$ cat src/rtl/issue_scoreboard_pkg.sv
// Shared core definitions for the issue scoreboard: register indexing,
// default sizing constants and the decode-kill FSM state type.
package issue_scoreboard_pkg;

  localparam int unsigned NUM_REGS         = 32;
  localparam int unsigned DEF_MAX_LONG     = 4;
  localparam int unsigned DEF_FLUSH_CYCLES = 2;

  typedef logic [4:0] reg_idx_t;

  typedef enum logic {
    FL_IDLE = 1'b0,
    FL_KILL = 1'b1
  } flush_state_t;

  function automatic logic [NUM_REGS-1:0] reg_onehot(input reg_idx_t idx);
    logic [NUM_REGS-1:0] m;
    m      = '0;
    m[idx] = 1'b1;
    return m;
  endfunction

endpackage

$ cat src/rtl/issue_scoreboard.sv
// Decode-stage issue scoreboard: tracks outstanding long-latency writes per
// register, gates issue on RAW/WAW/capacity hazards and kills decode on redirect.
module issue_scoreboard
  import issue_scoreboard_pkg::*;
#(
  parameter int unsigned MAX_LONG     = DEF_MAX_LONG,
  parameter int unsigned FLUSH_CYCLES = DEF_FLUSH_CYCLES
) (
  input  logic                           clk,
  input  logic                           rst_n,
  input  logic                           id_valid,
  input  logic [4:0]                     id_rs1,
  input  logic [4:0]                     id_rs2,
  input  logic                           id_rs1_used,
  input  logic                           id_rs2_used,
  input  logic [4:0]                     id_rd,
  input  logic                           id_rd_we,
  input  logic                           id_long,
  input  logic                           ex_ready,
  input  logic                           wb_valid,
  input  logic                           wb_long,
  input  logic [4:0]                     wb_rd,
  input  logic                           redirect,
  output logic                           issue,
  output logic                           stall,
  output logic                           flush_id,
  output logic [NUM_REGS-1:0]            pending,
  output logic [$clog2(MAX_LONG+1)-1:0]  long_count
);

  localparam int unsigned CW = $clog2(MAX_LONG + 1);
  localparam int unsigned KW = (FLUSH_CYCLES < 1) ? 1 : $clog2(FLUSH_CYCLES + 1);
  localparam logic [CW-1:0] MAX_L     = CW'(MAX_LONG);
  localparam logic [KW-1:0] KILL_INIT = KW'(FLUSH_CYCLES);

  logic [NUM_REGS-1:0] r_pending;
  logic [CW-1:0]       r_long_count;
  flush_state_t        r_state;
  logic [KW-1:0]       r_kill_cnt;

  logic [NUM_REGS-1:0] w_pending_nxt;
  logic [NUM_REGS-1:0] w_set_mask;
  logic [NUM_REGS-1:0] w_clr_mask;
  logic [CW-1:0]       w_count_nxt;
  flush_state_t        w_state_nxt;
  logic [KW-1:0]       w_kill_nxt;
  logic                w_hazard;
  logic                w_flush_active;
  logic                w_issue;
  logic                w_inc;
  logic                w_dec;

  always_comb begin
    w_hazard = 1'b0;
    if (id_rs1_used && (id_rs1 != '0) && r_pending[id_rs1]) w_hazard = 1'b1;
    if (id_rs2_used && (id_rs2 != '0) && r_pending[id_rs2]) w_hazard = 1'b1;
    if (id_rd_we    && (id_rd  != '0) && r_pending[id_rd])  w_hazard = 1'b1;
    if (id_long     && (r_long_count == MAX_L))             w_hazard = 1'b1;
  end

  assign w_flush_active = (r_state == FL_KILL);
  assign w_issue        = id_valid & ex_ready & ~w_hazard & ~redirect & ~w_flush_active;

  // Writebacks only count against a bit that is actually pending, so stale
  // writebacks after a reset can never underflow the counter.
  assign w_inc = w_issue & id_long & id_rd_we & (id_rd != '0);
  assign w_dec = wb_valid & wb_long & r_pending[wb_rd] & (r_long_count != '0);

  always_comb begin
    w_set_mask    = w_inc ? reg_onehot(id_rd) : '0;
    w_clr_mask    = w_dec ? reg_onehot(wb_rd) : '0;
    w_pending_nxt = (r_pending & ~w_clr_mask) | w_set_mask;
    w_pending_nxt[0] = 1'b0;
  end

  always_comb begin
    w_count_nxt = r_long_count;
    if (w_inc && !w_dec)      w_count_nxt = r_long_count + CW'(1);
    else if (!w_inc && w_dec) w_count_nxt = r_long_count - CW'(1);
  end

  always_ff @(posedge clk or negedge rst_n) begin
    if (!rst_n) begin
      r_pending    <= '0;
      r_long_count <= '0;
    end else begin
      r_pending    <= w_pending_nxt;
      r_long_count <= w_count_nxt;
    end
  end

  always_comb begin
    w_state_nxt = r_state;
    w_kill_nxt  = r_kill_cnt;
    case (r_state)
      FL_IDLE: ;
      FL_KILL: begin
        if (r_kill_cnt <= KW'(1)) begin
          w_state_nxt = FL_IDLE;
          w_kill_nxt  = '0;
        end else begin
          w_kill_nxt  = r_kill_cnt - KW'(1);
        end
      end
      default: begin
        w_state_nxt = FL_IDLE;
        w_kill_nxt  = '0;
      end
    endcase
    // A redirect always restarts the kill window, even mid-KILL.
    if (redirect) begin
      if (FLUSH_CYCLES != 0) begin
        w_state_nxt = FL_KILL;
        w_kill_nxt  = KILL_INIT;
      end else begin
        w_state_nxt = FL_IDLE;
        w_kill_nxt  = '0;
      end
    end
  end

  always_ff @(posedge clk or negedge rst_n) begin
    if (!rst_n) begin
      r_state    <= FL_IDLE;
      r_kill_cnt <= '0;
    end else begin
      r_state    <= w_state_nxt;
      r_kill_cnt <= w_kill_nxt;
    end
  end

  assign issue      = w_issue;
  assign flush_id   = rst_n & (redirect | w_flush_active);
  assign stall      = id_valid & ~w_issue & ~flush_id;
  assign pending    = r_pending;
  assign long_count = r_long_count;

endmodule

$ cat config.mk
export PLATFORM = sky130hd
export DESIGN_NAME = issue_scoreboard
export DESIGN_NICKNAME = d
export VERILOG_FILES = /design/src/rtl/issue_scoreboard_pkg.sv /design/src/rtl/issue_scoreboard.sv
export SDC_FILE = /design/constraint.sdc
export NUM_CORES = 1
export LEC_CHECK = 0
export ABC_AREA = 1
export CAP_MARGIN = 30
export CORE_MARGIN = 1.5
export CORE_UTILIZATION = 57
export DETAILED_ROUTE_END_ITERATION = 10
export PLACE_DENSITY = 0.93
export SLEW_MARGIN = 20
export SYNTH_ARGS = -nofsm -noshare
export SYNTH_HDL_FRONTEND = slang
export SYNTH_SLANG_ARGS = --single-unit
$ cat constraint.sdc
create_clock -name clk -period 7.2 [get_ports clk]
set_clock_uncertainty 0.15 [all_clocks]
set_input_delay 1.44 -clock clk [delete_from_list [all_inputs] [get_ports clk]]
set_output_delay 1.44 -clock clk [all_outputs]
set_load 0.02 [all_outputs]
Yosys cells after proc, flatten, opt, wreduce, memory -nomap -nowiden

Index checks and enable logic that the tools add are counted.

Flip-flop bits (word level): 37
Input port bits: 31
Logic and storage cells: 82

Add/sub/neg operators: 3
Magnitude comparators: 7
Eq/ne operators: 1
Mux-type cells: 26
Bitwise operators: 22
Reduce and logical (&&, ||, !) cells: 19

Operator list:

| kind                                                              | count |
|---|---|
| 2-to-1 mux 32 bit                                                 | 2 |
| AND 32 bit                                                        | 1 |
| inverter 32 bit                                                   | 1 |
| bitwise OR 32 bit                                                 | 1 |
| < comparator 5 x 6 -> 1 bit, second input constant                | 4 |
| binary-select mux 1 bit (select 5 bit)                            | 4 |
| nonzero test 5 bit                                                | 3 |
| AND 1 bit                                                         | 13 |
| 2-to-1 mux 1 bit                                                  | 13 |
| logical AND 1 bit                                                 | 11 |
| demux 1 bit (select 5 bit)                                        | 2 |
| greater-or-equal comparator 5 x 1 -> 1 bit, second input constant | 2 |
| 2-to-1 mux 2 bit                                                  | 3 |
| 2-to-1 mux 3 bit                                                  | 2 |
| inverter 1 bit                                                    | 5 |
| nonzero test 2 bit                                                | 2 |
| adder 3 x 1 -> 3 bit, second input constant                       | 1 |
| == test 3 bit, second input constant                              | 1 |
| nonzero test 3 bit                                                | 1 |
| subtractor 3 x 1 -> 3 bit, second input constant                  | 1 |
| less-or-equal comparator 2 x 1 -> 1 bit, second input constant    | 1 |
| logical NOT 1 bit                                                 | 2 |
| subtractor 2 x 1 -> 2 bit, second input constant                  | 1 |
| bitwise OR 1 bit                                                  | 1 |

Longest topological paths before layout

Depth in word-level cells: 18
Mapped depth: 21

Worst setup path after synthesis

No wires, ideal clock.

Kind: input port to output port
Start point: input port id_rs2[0]
End point: output port stall
Arrival time: 2.915 ns
Data required time: 5.610 ns
Setup slack: 2.695 ns
Cell stages on the path: 12
Cell sequence: buf_4 buf_4 nand2_1 nand3_1 nand3_1 nand2_1 nor2_1 nor2_1 nor2_2 nor2_8 and2_1 nor2_1

Cells in the longest elaborated chain, start to end: 13

RTL lines:

| element                                                                      | line                    | source |
|---|---|---|
| from (decl)                                                                  | issue_scoreboard.sv:13  | `input logic [4:0] id_rs2,` |
| binary-select mux 1 bit (select 5 bit) or nonzero test 5 bit (tied branches) | issue_scoreboard.sv:56  | `if (id_rs2_used && (id_rs2 != '0) && r_pending[id_rs2]) w_hazard = 1'b1;` |
| 2-to-1 mux 1 bit (implied by the code) or logical AND 1 bit (tied branches)  | issue_scoreboard.sv:56  |  |
| logical AND 1 bit (*)                                                        | issue_scoreboard.sv:56  |  |
| 2-to-1 mux 1 bit (*)                                                         | issue_scoreboard.sv:56  |  |
| 2-to-1 mux 1 bit (*)                                                         | issue_scoreboard.sv:57  | `if (id_rd_we && (id_rd != '0) && r_pending[id_rd]) w_hazard = 1'b1;` |
| 2-to-1 mux 1 bit (*)                                                         | issue_scoreboard.sv:58  | `if (id_long && (r_long_count == MAX_L)) w_hazard = 1'b1;` |
| inverter 1 bit (*)                                                           | issue_scoreboard.sv:62  | `assign w_issue = id_valid & ex_ready & ~w_hazard & ~redirect & ~w_flush_active;` |
| AND 1 bit (*) (3 in series)                                                  | issue_scoreboard.sv:62  |  |
| named net issue                                                              | issue_scoreboard.sv:24  | `output logic issue,` |
| inverter 1 bit (*)                                                           | issue_scoreboard.sv:134 | `assign stall = id_valid & ~w_issue & ~flush_id;` |
| AND 1 bit (*) (2 in series)                                                  | issue_scoreboard.sv:134 |  |
| to (decl)                                                                    | issue_scoreboard.sv:25  | `output logic stall,` |

Mark *: on every way through the listed nets, which the timed path passes. The rest lies on a longest branch. The select of a mux whose other input is x is not followed.

Worst setup path after layout

Start point: input port id_rd[0]
End point: output port issue

Cells in the longest elaborated chain, start to end: 9

RTL lines:

| element                                                                      | line                   | source |
|---|---|---|
| from (decl)                                                                  | issue_scoreboard.sv:16 | `input logic [4:0] id_rd,` |
| binary-select mux 1 bit (select 5 bit) or nonzero test 5 bit (tied branches) | issue_scoreboard.sv:57 |  |
| 2-to-1 mux 1 bit (implied by the code) or logical AND 1 bit (tied branches)  | issue_scoreboard.sv:57 |  |
| logical AND 1 bit (*)                                                        | issue_scoreboard.sv:57 |  |
| 2-to-1 mux 1 bit (*)                                                         | issue_scoreboard.sv:57 |  |
| 2-to-1 mux 1 bit (*)                                                         | issue_scoreboard.sv:58 |  |
| inverter 1 bit (*)                                                           | issue_scoreboard.sv:62 |  |
| AND 1 bit (*) (3 in series)                                                  | issue_scoreboard.sv:62 |  |
| to (decl)                                                                    | issue_scoreboard.sv:24 |  |

Every way passes the cells marked *; elsewhere a longest branch is shown, timed or not. The select of a mux whose other input is x is not followed.

==> run metrics <==
Die W between 80 and 90 um; H-Tree Level Count 2; top cell type by total area after synthesis dfrtp_1; Syn Inst Count 618; Required @ worst endpoint 5610 ps; Hold Slack 385 ps; worst slew pin tran 690 ps; fmax between 150 and 200 MHz; Startpoint Class input pin; Crit. End Element output pin; initial drt markers between 600 and 700; Slew Viols, Final 0; Final Hold Fails 0; design area 4330 um2; GP Congestion 0.986; Worst Hold Depth 1; global route overflow 0; die area 6760 um2; combinational fraction of design power 0.285; CTS Hold Bufs 0; switch share 0.333; layout cells sized above 1 0.0433; FFs w/ async S/R, synth 1.00; crit path kind input pin to output pin; Area Growth Syn to Fin 21.0%; Clock Sinks 37; Initial Util 0.597; vias in the first global route ~4200; post-CTS setup buffers 0; Pleak between 0.002 and 0.0025 uW; first-pass GRT wire length 20.3 mm; worst vdd ir around 0.17 mV; Cell Area, Synth 3580 um2; RSZ-0062 raised after global routing false; worst rel slew slack 0.538; via count 4657; Initial DRT Pass Iterations 7; n_diodes 0; Port Buffers 67; fin nets 702; Syn Area/Cell 5.79 um2; final wirelength 13.4 mm; root buf cell clkbuf_8; distinct cell type count of the synthesized netlist 37; Hold Path Class flop to flop; Clock power frac 0.322; final core occ 0.722; Setup violations, final 0; fin crit share 0.832; status finished clean; Antenna Nets Post-Route 0; P_int approximately 390 uW; Syn. warnings 0; most numerous cell in the Yosys netlist nand2_1; largest net degree at the start of global routing 39; total power after layout 589 uW; most frequent cells after synthesis nand2_1, nor2_1, inv_1; core footprint about 6000 um2; Clock Path Buffers 2; sw power 196 uW; CTS Buf Count 5; Setup TNS 0 ps; Placed Area between 4000 and 5000 um2; top-area cell type share of the netlist area 0.259; Syn Nets 651; vias per std cell ~6.3; GR Util All Layers 0.402; dpl hpwl approximately 9 mm; Main synth FF type dfrtp_1; post-route minimum period 5990 ps; CTS tree built; # rows 28; post_cts resized 0; Yosys reg bits 37; Clock Latency Late Sink approximately 300 ps; Critical Path AT 4400 ps; DR DRC count 0; Die H ~82 um; R2R setup slack 3990 ps; Post-synth EDFFs 0; number of antenna violations at the first check in global routing 0; max-cap violations 0; IO Count 69; Synth area leaders dfrtp_1, nand2_1, nor2_1; crit path max fanout 33; worst reg-to-reg path cell count 14; WL per Instance 18.0 um; register area share after synthesis 0.259; FILL cells 511; register share of total power 0.393; Pwr Density 136 nW/um2; Worst-path clk slew roughly 70 ps
cells by family after synthesis:
family,after synthesis,share of synthesized area
multiplexers,1,0.00315
flip-flops,37,0.259
XOR/XNOR,2,0.00490
other,1,0.00105
AND/OR/NAND/NOR,422,0.505
adder cells (fa/ha/maj),2,0.00909
buffers and inverters,99,0.127
AO/OA/AOI/OAI,54,0.0913
per-stage QoR:
stage	setup WS, ps	cells
after floorplan	2700	618
after global placement	1340	735
after detailed placement	1270	735
after CTS	1250	743
after global routing	936	745
final	1210	745
flip-flops by register name (all words and copies together) (netlist names):
register    count
r_kill_cnt      2
pending        31
r_state         1
long_count      3
path summary, 6_finish.rpt:
path / from / endpoint
max: id_rd[0] / issue
min: r_kill_cnt[1] / r_kill_cnt[0]
max reg2reg: pending[26] / long_count[1]
min reg2reg: r_kill_cnt[1] / r_kill_cnt[0]
max in group asynchronous: rst_n / pending[15]
min in group asynchronous: rst_n / r_kill_cnt[0]
worst max-delay path, cell delays in order:
cell	delay (ps)
clkdlybuf4s50_1	910
inv_6	140
nand2_1	110
nand2_1	50
nand2_1	50
nand2_1	60
nand2_1	50
nand2_1	50
nor2_1	120
nand2_1	60
nand2_1	70
nand2_2	80
nor2_8	360
and2_1	230
clkdlybuf4s50_1	610
per-layer routing:
metal | global-route usage | vias to the layer above | share of wire
li1 | - | 2094 | -
met1 | 0.496 | 2098 | 0.36
met2 | 0.639 | 368 | 0.45
met3 | 0.0791 | 97 | 0.13
met4 | 0.254 | 0 | 0.058
met5 | 0 | - | 0
power by group through the flow:
stage               clock [uW]  sequential, uW  combinational (uW)
global placement             0             234                 154
detailed placement           0             235                 157
floorplan                    0             241                87.6
finish                     190             232                 168
global route               198             233                 181
CTS                        189             231                 158
final cells by class:
class                      instances  area, um2  share of cell area
multi-input combinational        482       2200               0.508
sequential                        37        926               0.214
timing repair buffer              72        719               0.166
inverter                          71        272              0.0628
tap                               75       93.8              0.0217
clock buffer                       7       86.3              0.0200
clock inverter                     1       30.0             0.00694
cell usage in the layout, fill, tap and decap left out, drive strengths merged:
cell and count:
xnor2 1, a31oi 1, nor3 17, nand4 31, ha 1, conb 1
clkbuf 7, o21ai 20, nand2 216, nand3 63, xor2 1, and3 1
o211ai 5, a21boi 2, clkdlybuf4s50 66, mux2 1, o221ai 2, buf 6
o211a 1, a22oi 2, o22ai 7, bufinv 1, fa 1, dfrtp 37
inv 71, nor2 92, or2 1, a22o 3, and2 1, a21oi 11
Power figures use the tool's default switching activity.
